--- config.mk ---
export PLATFORM = sky130hd
export DESIGN_NAME = siso_burst_deser
export DESIGN_NICKNAME = d
export VERILOG_FILES = /design/src/rtl/siso_burst_deser_pkg.sv /design/src/rtl/siso_burst_deser_outbuf.sv /design/src/rtl/siso_burst_deser.sv
export SDC_FILE = /design/constraint.sdc
export NUM_CORES = 1
export LEC_CHECK = 0
export CORE_MARGIN = 2
export CORE_UTILIZATION = 55
export CTS_CLUSTER_DIAMETER = 200
export DETAILED_ROUTE_END_ITERATION = 12
export GPL_ROUTABILITY_DRIVEN = 0
export PLACE_DENSITY_LB_ADDON = 0.2
export SLEW_MARGIN = 20
export SYNTH_ARGS = -nofsm -noshare
export SYNTH_HDL_FRONTEND = slang
export SYNTH_HIERARCHICAL = 1
export SYNTH_SLANG_ARGS = --single-unit
--- constraint.sdc ---
create_clock -name clk -period 2.5 [get_ports clk]
set_clock_uncertainty 0.1 [all_clocks]
set_input_delay 0.375 -clock clk [delete_from_list [all_inputs] [get_ports clk]]
set_output_delay 0.375 -clock clk [all_outputs]
set_load 0.01 [all_outputs]
--- src/rtl/siso_burst_deser_pkg.sv ---
// Shared definitions for the serial shift stage and its burst deserializer.
// The cadence defaults must match the upstream siso shift stage.
package siso_burst_deser_pkg;

    typedef enum logic [1:0] {
        EMPTY = 2'd0,
        ONE   = 2'd1,
        FULL  = 2'd2
    } buf_state_e;

    localparam int unsigned SER_SHIFT_CYC = 2;
    localparam int unsigned SER_HOLD_CYC  = 2;

endpackage

--- src/rtl/siso_burst_deser_outbuf.sv ---
// Two-entry output buffer for assembled words.
// Reports when a pushed word has to be dropped because the buffer is full.
module deser_outbuf
    import siso_burst_deser_pkg::*;
#(
    parameter int unsigned WIDTH = 8
) (
    input  logic             clk,
    input  logic             rst,
    input  logic             push,
    input  logic [WIDTH-1:0] push_data,
    input  logic             pop_ready,
    output logic [WIDTH-1:0] dout,
    output logic             drop,
    output buf_state_e       state
);

    buf_state_e       state_q, state_d;
    logic [WIDTH-1:0] head_q, head_d;
    logic [WIDTH-1:0] tail_q, tail_d;
    logic             pop;

    // Transfer happens on any edge where valid (state != EMPTY) and ready are both high;
    // valid never depends on ready, and the head word is stable while valid & !ready.
    assign pop = (state_q != EMPTY) & pop_ready;

    always_comb begin
        state_d = state_q;
        head_d  = head_q;
        tail_d  = tail_q;
        drop    = 1'b0;
        case (state_q)
            EMPTY: begin
                if (push) begin
                    head_d  = push_data;
                    state_d = ONE;
                end
            end
            ONE: begin
                if (push && pop) begin
                    head_d = push_data;
                end else if (push) begin
                    tail_d  = push_data;
                    state_d = FULL;
                end else if (pop) begin
                    state_d = EMPTY;
                end
            end
            FULL: begin
                if (pop) begin
                    head_d = tail_q;
                    if (push) begin
                        tail_d = push_data;
                    end else begin
                        state_d = ONE;
                    end
                end else if (push) begin
                    drop = 1'b1;
                end
            end
            default: state_d = EMPTY;
        endcase
    end

    always_ff @(posedge clk or posedge rst) begin
        if (rst) begin
            state_q <= EMPTY;
            head_q  <= '0;
            tail_q  <= '0;
        end else begin
            state_q <= state_d;
            head_q  <= head_d;
            tail_q  <= tail_d;
        end
    end

    assign dout  = head_q;
    assign state = state_q;

endmodule

--- src/rtl/siso_burst_deser.sv ---
// Burst deserializer: samples din only during upstream shift phases, builds WIDTH-bit
// words, buffers them and watches the shift/hold cadence of bit_vld.
module siso_burst_deser
    import siso_burst_deser_pkg::*;
#(
    parameter int unsigned WIDTH     = 8,
    parameter int unsigned SHIFT_CYC = SER_SHIFT_CYC,
    parameter int unsigned HOLD_CYC  = SER_HOLD_CYC,
    parameter bit          MSB_FIRST = 1'b1
) (
    input  logic             clk,
    input  logic             rst,
    input  logic             din,
    input  logic             bit_vld,
    input  logic             flush,
    output logic [WIDTH-1:0] dout,
    output logic             dout_valid,
    input  logic             dout_ready,
    output logic             ovf,
    output logic             cad_err,
    input  logic             err_clr
);

    localparam int unsigned CNT_W = $clog2(WIDTH);
    localparam int unsigned HI_W  = $clog2(SHIFT_CYC + 2);
    localparam int unsigned LO_W  = $clog2(HOLD_CYC + 1);
    localparam logic [CNT_W-1:0] LAST_BIT = CNT_W'(WIDTH - 1);
    localparam logic [HI_W-1:0]  HI_REQ   = HI_W'(SHIFT_CYC);
    localparam logic [HI_W-1:0]  HI_MAX   = HI_W'(SHIFT_CYC + 1);
    localparam logic [LO_W-1:0]  LO_REQ   = LO_W'(HOLD_CYC);

    logic [CNT_W-1:0] bit_cnt_q, bit_cnt_d;
    logic [WIDTH-1:0] shreg_q, shreg_d;
    logic [HI_W-1:0]  hi_run_q, hi_run_d;
    logic [LO_W-1:0]  lo_run_q, lo_run_d;
    logic             first_q, first_d;
    logic             ovf_q, ovf_d;
    logic             cad_err_q, cad_err_d;
    logic             push;
    logic             drop;
    logic             cad_set;
    buf_state_e       buf_state;

    always_comb begin
        bit_cnt_d = bit_cnt_q;
        shreg_d   = shreg_q;
        push      = 1'b0;
        if (flush) begin
            bit_cnt_d = '0;
            shreg_d   = '0;
        end else if (bit_vld) begin
            shreg_d = MSB_FIRST ? {shreg_q[WIDTH-2:0], din} : {din, shreg_q[WIDTH-1:1]};
            if (bit_cnt_q == LAST_BIT) begin
                bit_cnt_d = '0;
                push      = 1'b1;
            end else begin
                bit_cnt_d = bit_cnt_q + 1'b1;
            end
        end
    end

    // first_q exempts the hold check on the first shift run after reset or flush.
    always_comb begin
        hi_run_d = hi_run_q;
        lo_run_d = lo_run_q;
        first_d  = first_q;
        cad_set  = 1'b0;
        if (flush) begin
            hi_run_d = '0;
            lo_run_d = '0;
            first_d  = 1'b1;
        end else if (bit_vld) begin
            lo_run_d = '0;
            if (hi_run_q == '0) begin
                first_d = 1'b0;
                if (!first_q && (lo_run_q < LO_REQ)) begin
                    cad_set = 1'b1;
                end
            end
            if (hi_run_q >= HI_REQ) begin
                cad_set = 1'b1;
            end
            if (hi_run_q != HI_MAX) begin
                hi_run_d = hi_run_q + 1'b1;
            end
        end else begin
            if ((hi_run_q != '0) && (hi_run_q < HI_REQ)) begin
                cad_set = 1'b1;
            end
            hi_run_d = '0;
            if (lo_run_q != LO_REQ) begin
                lo_run_d = lo_run_q + 1'b1;
            end
        end
    end

    assign ovf_d     = drop | (ovf_q & ~err_clr);
    assign cad_err_d = cad_set | (cad_err_q & ~err_clr);

    always_ff @(posedge clk or posedge rst) begin
        if (rst) begin
            bit_cnt_q <= '0;
            shreg_q   <= '0;
            hi_run_q  <= '0;
            lo_run_q  <= '0;
            first_q   <= 1'b1;
            ovf_q     <= 1'b0;
            cad_err_q <= 1'b0;
        end else begin
            bit_cnt_q <= bit_cnt_d;
            shreg_q   <= shreg_d;
            hi_run_q  <= hi_run_d;
            lo_run_q  <= lo_run_d;
            first_q   <= first_d;
            ovf_q     <= ovf_d;
            cad_err_q <= cad_err_d;
        end
    end

    deser_outbuf #(
        .WIDTH(WIDTH)
    ) u_outbuf (
        .clk      (clk),
        .rst      (rst),
        .push     (push),
        .push_data(shreg_d),
        .pop_ready(dout_ready),
        .dout     (dout),
        .drop     (drop),
        .state    (buf_state)
    );

    assign dout_valid = (buf_state != EMPTY);
    assign ovf        = ovf_q;
    assign cad_err    = cad_err_q;

endmodule

==> flow_summary.toml, run 1 <==
[status]
status = "complete, no violations"

[run]
drv_cap = 0

[critical_path]
crit_chain = "ha_1, ha_1, inv_1, nor2_1, inv_2, o32ai_4, mux2_2"
crit_type = "reg2reg"
crit_path_end_kind = "flop"
cp_slowest_stage_delay_ns = 0.49
crit_path_start_kind = "flop"
worstPathRequired_ns = 2.62
arrival_ns = 2.36
cpMostUsedCell = "ha_1"
critPathSlowestCell = "o32ai_4"
cp_max_fo = 8

[yosys]
postSynthAreaPerCell_um2 = 12.80
seq_area_frac_synth_pct = 52.21
synth_seq_cells = 36
synth_warnings = 6
synthArstFlopShare_pct = 100.0
synth.net_count = 149
yosysUniqueCellTypes = 30
synth_area_um2 = 1728
synth-main-ff-cell = "dfrtp_1"
synth_edf_count = 0
synthCells = 135

[floorplanning]
die_w_um = 60.05
die_h_um = 60.05
row_count = 20
num_io_pins = 18
initial_utilization_pct = 57.07
core_area_um2 = 3028
die_area_um2 = 3606

[sta]
fmax_mhz = 446.2
maxSlewViolCount = 0
finalSetupViolCount = 0
rsz0062_at_grt = "no"
worstMarginPinSlew_ns = 0.6997
max-slew-margin-rel_pct = 53.30
hold_viol = 0
period_needed_ns = 2.241
tns_ns = 0
period_share_pct = 89.64
setup_slack_ns = 0.2589

[drt]
vias_per_cell = 5.201
first_pass_iters = 4
ant_nets = 0
wl_um = 3012
dr.first_iter.drc_count = 30
wl_per_cell_um = 14.76
num_vias = 1061
drc = 0

[global_route]
grt_usage_pct = 19.80
antenna_found_initial = 0
grt_max_degree = 19
grt_pass1_vias = 1146
grt_first_pass_wirelength_um = 5085
overflow = 0

[clock_network]
cts_resized = 0
cts_buffers = 5
clk_pin_slew_ns = 0.10
cts_tree = "done"
cts.sinks = 36
ctsHoldBuffers = 0
worstSkewPairLatency_ns = 0.33
cts_max_level = 2
post-cts-setup-buffers = 0
ctsRootBufferMaster = "clkbuf_4"
clockBufferDepth = 2

[final_layout]
n_antenna_cell = 0
design_area_um2 = 2031
final_common_cell = "dfrtp_1"
final_util_pct = 67.07
area_growth_pct = 17.52
final_nets = 173
final_cell_mix = "35 x dfrtp_1, 22 x mux2_2, 17 x nor2_1, 17 x clkdlybuf4s50_1, 10 x mux2i_1"
drive_gt1_share_pct = 25.62

[placement]
io_buffers = 17
pre_cts_ws_ns = 0.03056
hpwl_um = 2189
dpl-instance-area_um2 = 1954

[pwr]
vdd_ir_drop_max_mv = 0.3643
leakage_nw = 1.004
pwr_density_cell_nw_per_um2 = 529.6

[min_path]
holdCritPathClass = "in2async"
## worst paths after layout
| kind | startpoint | to | slack, ns | cells past startpoint |
|---|---|---|---|---|
| min in group clk | u_outbuf/tail_q[1] | u_outbuf/tail_q[1] | 0.40 | 1 |
| max | bit_cnt_q[0] | u_outbuf/dout[0] | 0.26 | 7 |
| max reg2reg | bit_cnt_q[0] | u_outbuf/dout[0] | 0.26 | 7 |
| min | rst | u_outbuf/tail_q[6] | 0.37 | 2 |
| max in group asynchronous | rst | bit_cnt_q[2] | 1.48 | 2 |
| min reg2reg | u_outbuf/tail_q[1] | u_outbuf/tail_q[1] | 0.40 | 1 |
## cell families (layout without fill, tap and decap cells)
family	Yosys count	after routing	synth area share, %
multiplexers	34	34	21.43
flip-flops	36	36	52.21
adder cells (fa/ha/maj)	7	7	5.069
AO/OA/AOI/OAI	11	11	6.734
buffers and inverters	15	40	4.779
XOR/XNOR	3	3	1.521
AND/OR/NAND/NOR	29	29	8.255
## critical path: cells and delay by family (launching register included)
| family | cells | cell delay [ns] |
|---|---|---|
| DFF | 1 | 0.38 |
| adders and majority gates | 2 | 0.33 |
| AOI/OAI and AO/OA | 1 | 0.49 |
| and+or+nand+nor | 1 | 0.23 |
| muxes | 1 | 0.40 |
| buffers and inverters | 2 | 0.20 |
## sequential cells by signal, summed over array words and instances, names as in the netlist
register,count
shreg_q,8
u_outbuf/dout,8
u_outbuf/tail_q,8
bit_cnt_q,3
hi_run_q,2
lo_run_q,2
u_outbuf/state,2
cad_err,1
first_q,1
ovf,1
## power breakdown
group / switching (W) / internal (W) / leakage (nW) / total [W]
clock network: 0.000181 / 0.000210 / 0.0422 / 0.000391
logic: 0.0000450 / 0.0000363 / 0.469 / 0.0000813
registers: 0.00000872 / 0.000595 / 0.494 / 0.000603
total: 0.000235 / 0.000840 / 1.00 / 0.00108
## Yosys cell counts, drive strengths merged (2+ instances only)
library cell	count	share of area (%)
mux2	24	16
dfrtp	35	51
nand2b	2	1.2
o32ai	3	2.6
a21oi	3	0.87
nand2	2	0.43
ha	7	5.1
xor2	2	1.0
buf	3	1.6
a21o	2	0.87
inv	11	2.4
nor2	17	3.7
mux2i	10	5.8
nor3	3	0.87
## layout make-up
cell class                 count  area [um2]
tap                           44       55.05
timing repair buffer          21       212.7
clock buffer                   6       41.29
multi-input combinational     84       743.2
fill                         235       997.2
sequential                    36       902.1
clock inverter                 2       35.03
inverter                      11       41.29
## layer usage
layer  up-vias  global-route usage [%]  share of wire (%)
met1       526                   21.91                 42
met3         6                   5.195                3.0
li1        513                       -                  -
met2        16                   34.01                 53
met4         0                   11.43                1.8
met5         -                       0                  0
## stage by stage
step	cells	hold WS, ns	power [W]
final	204	0.3732	0.001076
after global routing	204	0.3937	0.001126
after CTS	204	0.3756	0.001089
after detailed placement	196	0.3843	0.0006973
after global placement	196	0.3589	0.0006924
after floorplan	135	0.2128	0.0006674
Power figures use the tool's default switching activity.
==> inputs of run 2 (changes only) <==
--- a/config.mk
+++ b/config.mk
@@ -5,7 +5,6 @@
 export SDC_FILE = /design/constraint.sdc
 export NUM_CORES = 1
 export LEC_CHECK = 0
-export CORE_MARGIN = 2
 export CORE_UTILIZATION = 55
 export CTS_CLUSTER_DIAMETER = 200
 export DETAILED_ROUTE_END_ITERATION = 12
==> run 2 against run 1 <==
The flow now finishes with violations (design-rule violations). Critical path type unchanged. Sequential power is essentially flat. Highest routed layer unchanged. Largest cell class unchanged. Largest power group unchanged. Clock power fell by 15%. Via count rose by 2.2%. Total power is 5.3% lower. Critical path depth increased by 1. Routed wire length fell by 1.2%.
==> flow_summary.toml, run 2 (synthesis gave the netlist of run 1 again) <==
[placement]
dpl-instance-area_um2 = 1952
hpwl_um = 2171
placedCellCount = 194
io_buffers = 17

[clock_network]
cts_tree = "done"
worstSkewPairLatency_ns = 0.35
cts_resized = 0
clockBufferDepth = 2
clk_pin_slew_ns = 0.12
cts_max_level = 2
cts.sinks = 36
ctsRootBufferMaster = "clkbuf_4"
post-cts-setup-buffers = 0
cts_buffers = 5
ctsHoldBuffers = 0

[floorplanning]
core_area_um2 = 2877
initial_utilization_pct = 60.07
row_count = 19
die_w_um = 58.05
num_io_pins = 18
die_h_um = 58.05
die_area_um2 = 3370

[critical_path]
crit_type = "reg2reg"
crit_path_end_kind = "flop"
crit_path_start_kind = "flop"
cp_max_fo = 8
worstPathRequired_ns = 2.64
arrival_ns = 2.28

[status]
status = "complete, but fails checks"
violations = "design-rule violations"

[sta]
fmax_mhz = 467.6
tns_ns = 0
rsz0062_at_grt = "no"
worstMarginPinSlew_ns = 0.6997
hold_viol = 0
maxSlewViolCount = 0
period_share_pct = 85.54
max-slew-margin-rel_pct = 53.30
finalSetupViolCount = 0
period_needed_ns = 2.138

[final_layout]
fill_cells = 227
design_area_um2 = 2018
final_cell_mix = "35 x dfrtp_1, 22 x mux2_2, 17 x nor2_1, 17 x clkdlybuf4s50_1, 10 x mux2i_1"
area_growth_pct = 16.80
n_antenna_cell = 0
drive_gt1_share_pct = 26.25
multi_input_area_um2 = 743.2
register_area_um2 = 902.1
final_common_cell = "dfrtp_1"
final_cells = 202
final_nets = 173

[drt]
vias_per_cell = 5.366
num_vias = 1084
dr.first_iter.drc_count = 17
first_pass_iters = 8
drc = 2
wl_per_cell_um = 14.73
wl_um = 2975
ant_nets = 0

[pwr]
leakage_nw = 0.9926
vdd_ir_drop_max_mv = 0.3563
pwr_density_cell_nw_per_um2 = 504.6
p_total_w = 0.001018

[min_path]
holdCritPathClass = "in2async"

[global_route]
grt_max_degree = 19
antenna_found_initial = 0
grt_pass1_vias = 1232
overflow = 0
grt_first_pass_wirelength_um = 5271
grt_usage_pct = 21.51

[run]
drv_cap = 0
[run 2: stage by stage]
step / util [%] / setup WS (ns) / hold slack, ns
2_1_floorplan: - / 0.4414 / 0.2128
3_3_place_gp: 67.86 / 0.1222 / 0.3605
3_5_place_dp: 67.86 / 0.07613 / 0.3756
4_1_cts: 70.16 / 0.3436 / 0.3709
5_1_grt: 70.16 / 0.2243 / 0.4256
6_report: 70.16 / 0.3616 / 0.3436
[run 2: cell type report]
type	count	area share, %
inverter	11	2.046
clock buffer	6	2.542
clock inverter	2	0.7440
sequential	36	44.70
timing repair buffer	21	10.54
tap	42	2.604
multi-input combinational	84	36.83
[run 2: per-layer routing]
metal	vias up	wire [um]	global-route usage, %
li1	511	-	-
met1	549	1230	23.92
met2	19	1606	38.92
met3	5	97	6.696
met4	0	40	7.143
met5	-	0	0
[run 2: where the power goes]
group	internal, W	total, W	switching (W)	leakage [nW]
combinational	0.0000364	0.0000822	0.0000457	0.469
sequential	0.000595	0.000603	0.00000808	0.494
clock	0.000136	0.000334	0.000197	0.0305
[run 2: path summary, 6_finish.rpt]
| path | cells past startpoint | slack, ns | to | from |
|---|---|---|---|---|
| min in group clk | 1 | 0.40 | ovf | ovf |
| worst max-delay path | 8 | 0.36 | u_outbuf/dout[0] | bit_cnt_q[0] |
| worst min register to register | 1 | 0.40 | ovf | ovf |
| worst min-delay path | 2 | 0.34 | shreg_q[3] | rst |
| max in group asynchronous | 2 | 1.49 | u_outbuf/tail_q[0] | rst |
| worst max register to register | 8 | 0.36 | u_outbuf/dout[0] | bit_cnt_q[0] |
[run 2: worst max-delay path, stage by stage, from the launching register on]
cell,delay [ns]
dfrtp_1,0.38
ha_1,0.16
ha_1,0.16
inv_1,0.06
nor2_1,0.10
buf_4,0.14
inv_2,0.07
o32ai_4,0.48
mux2_2,0.39
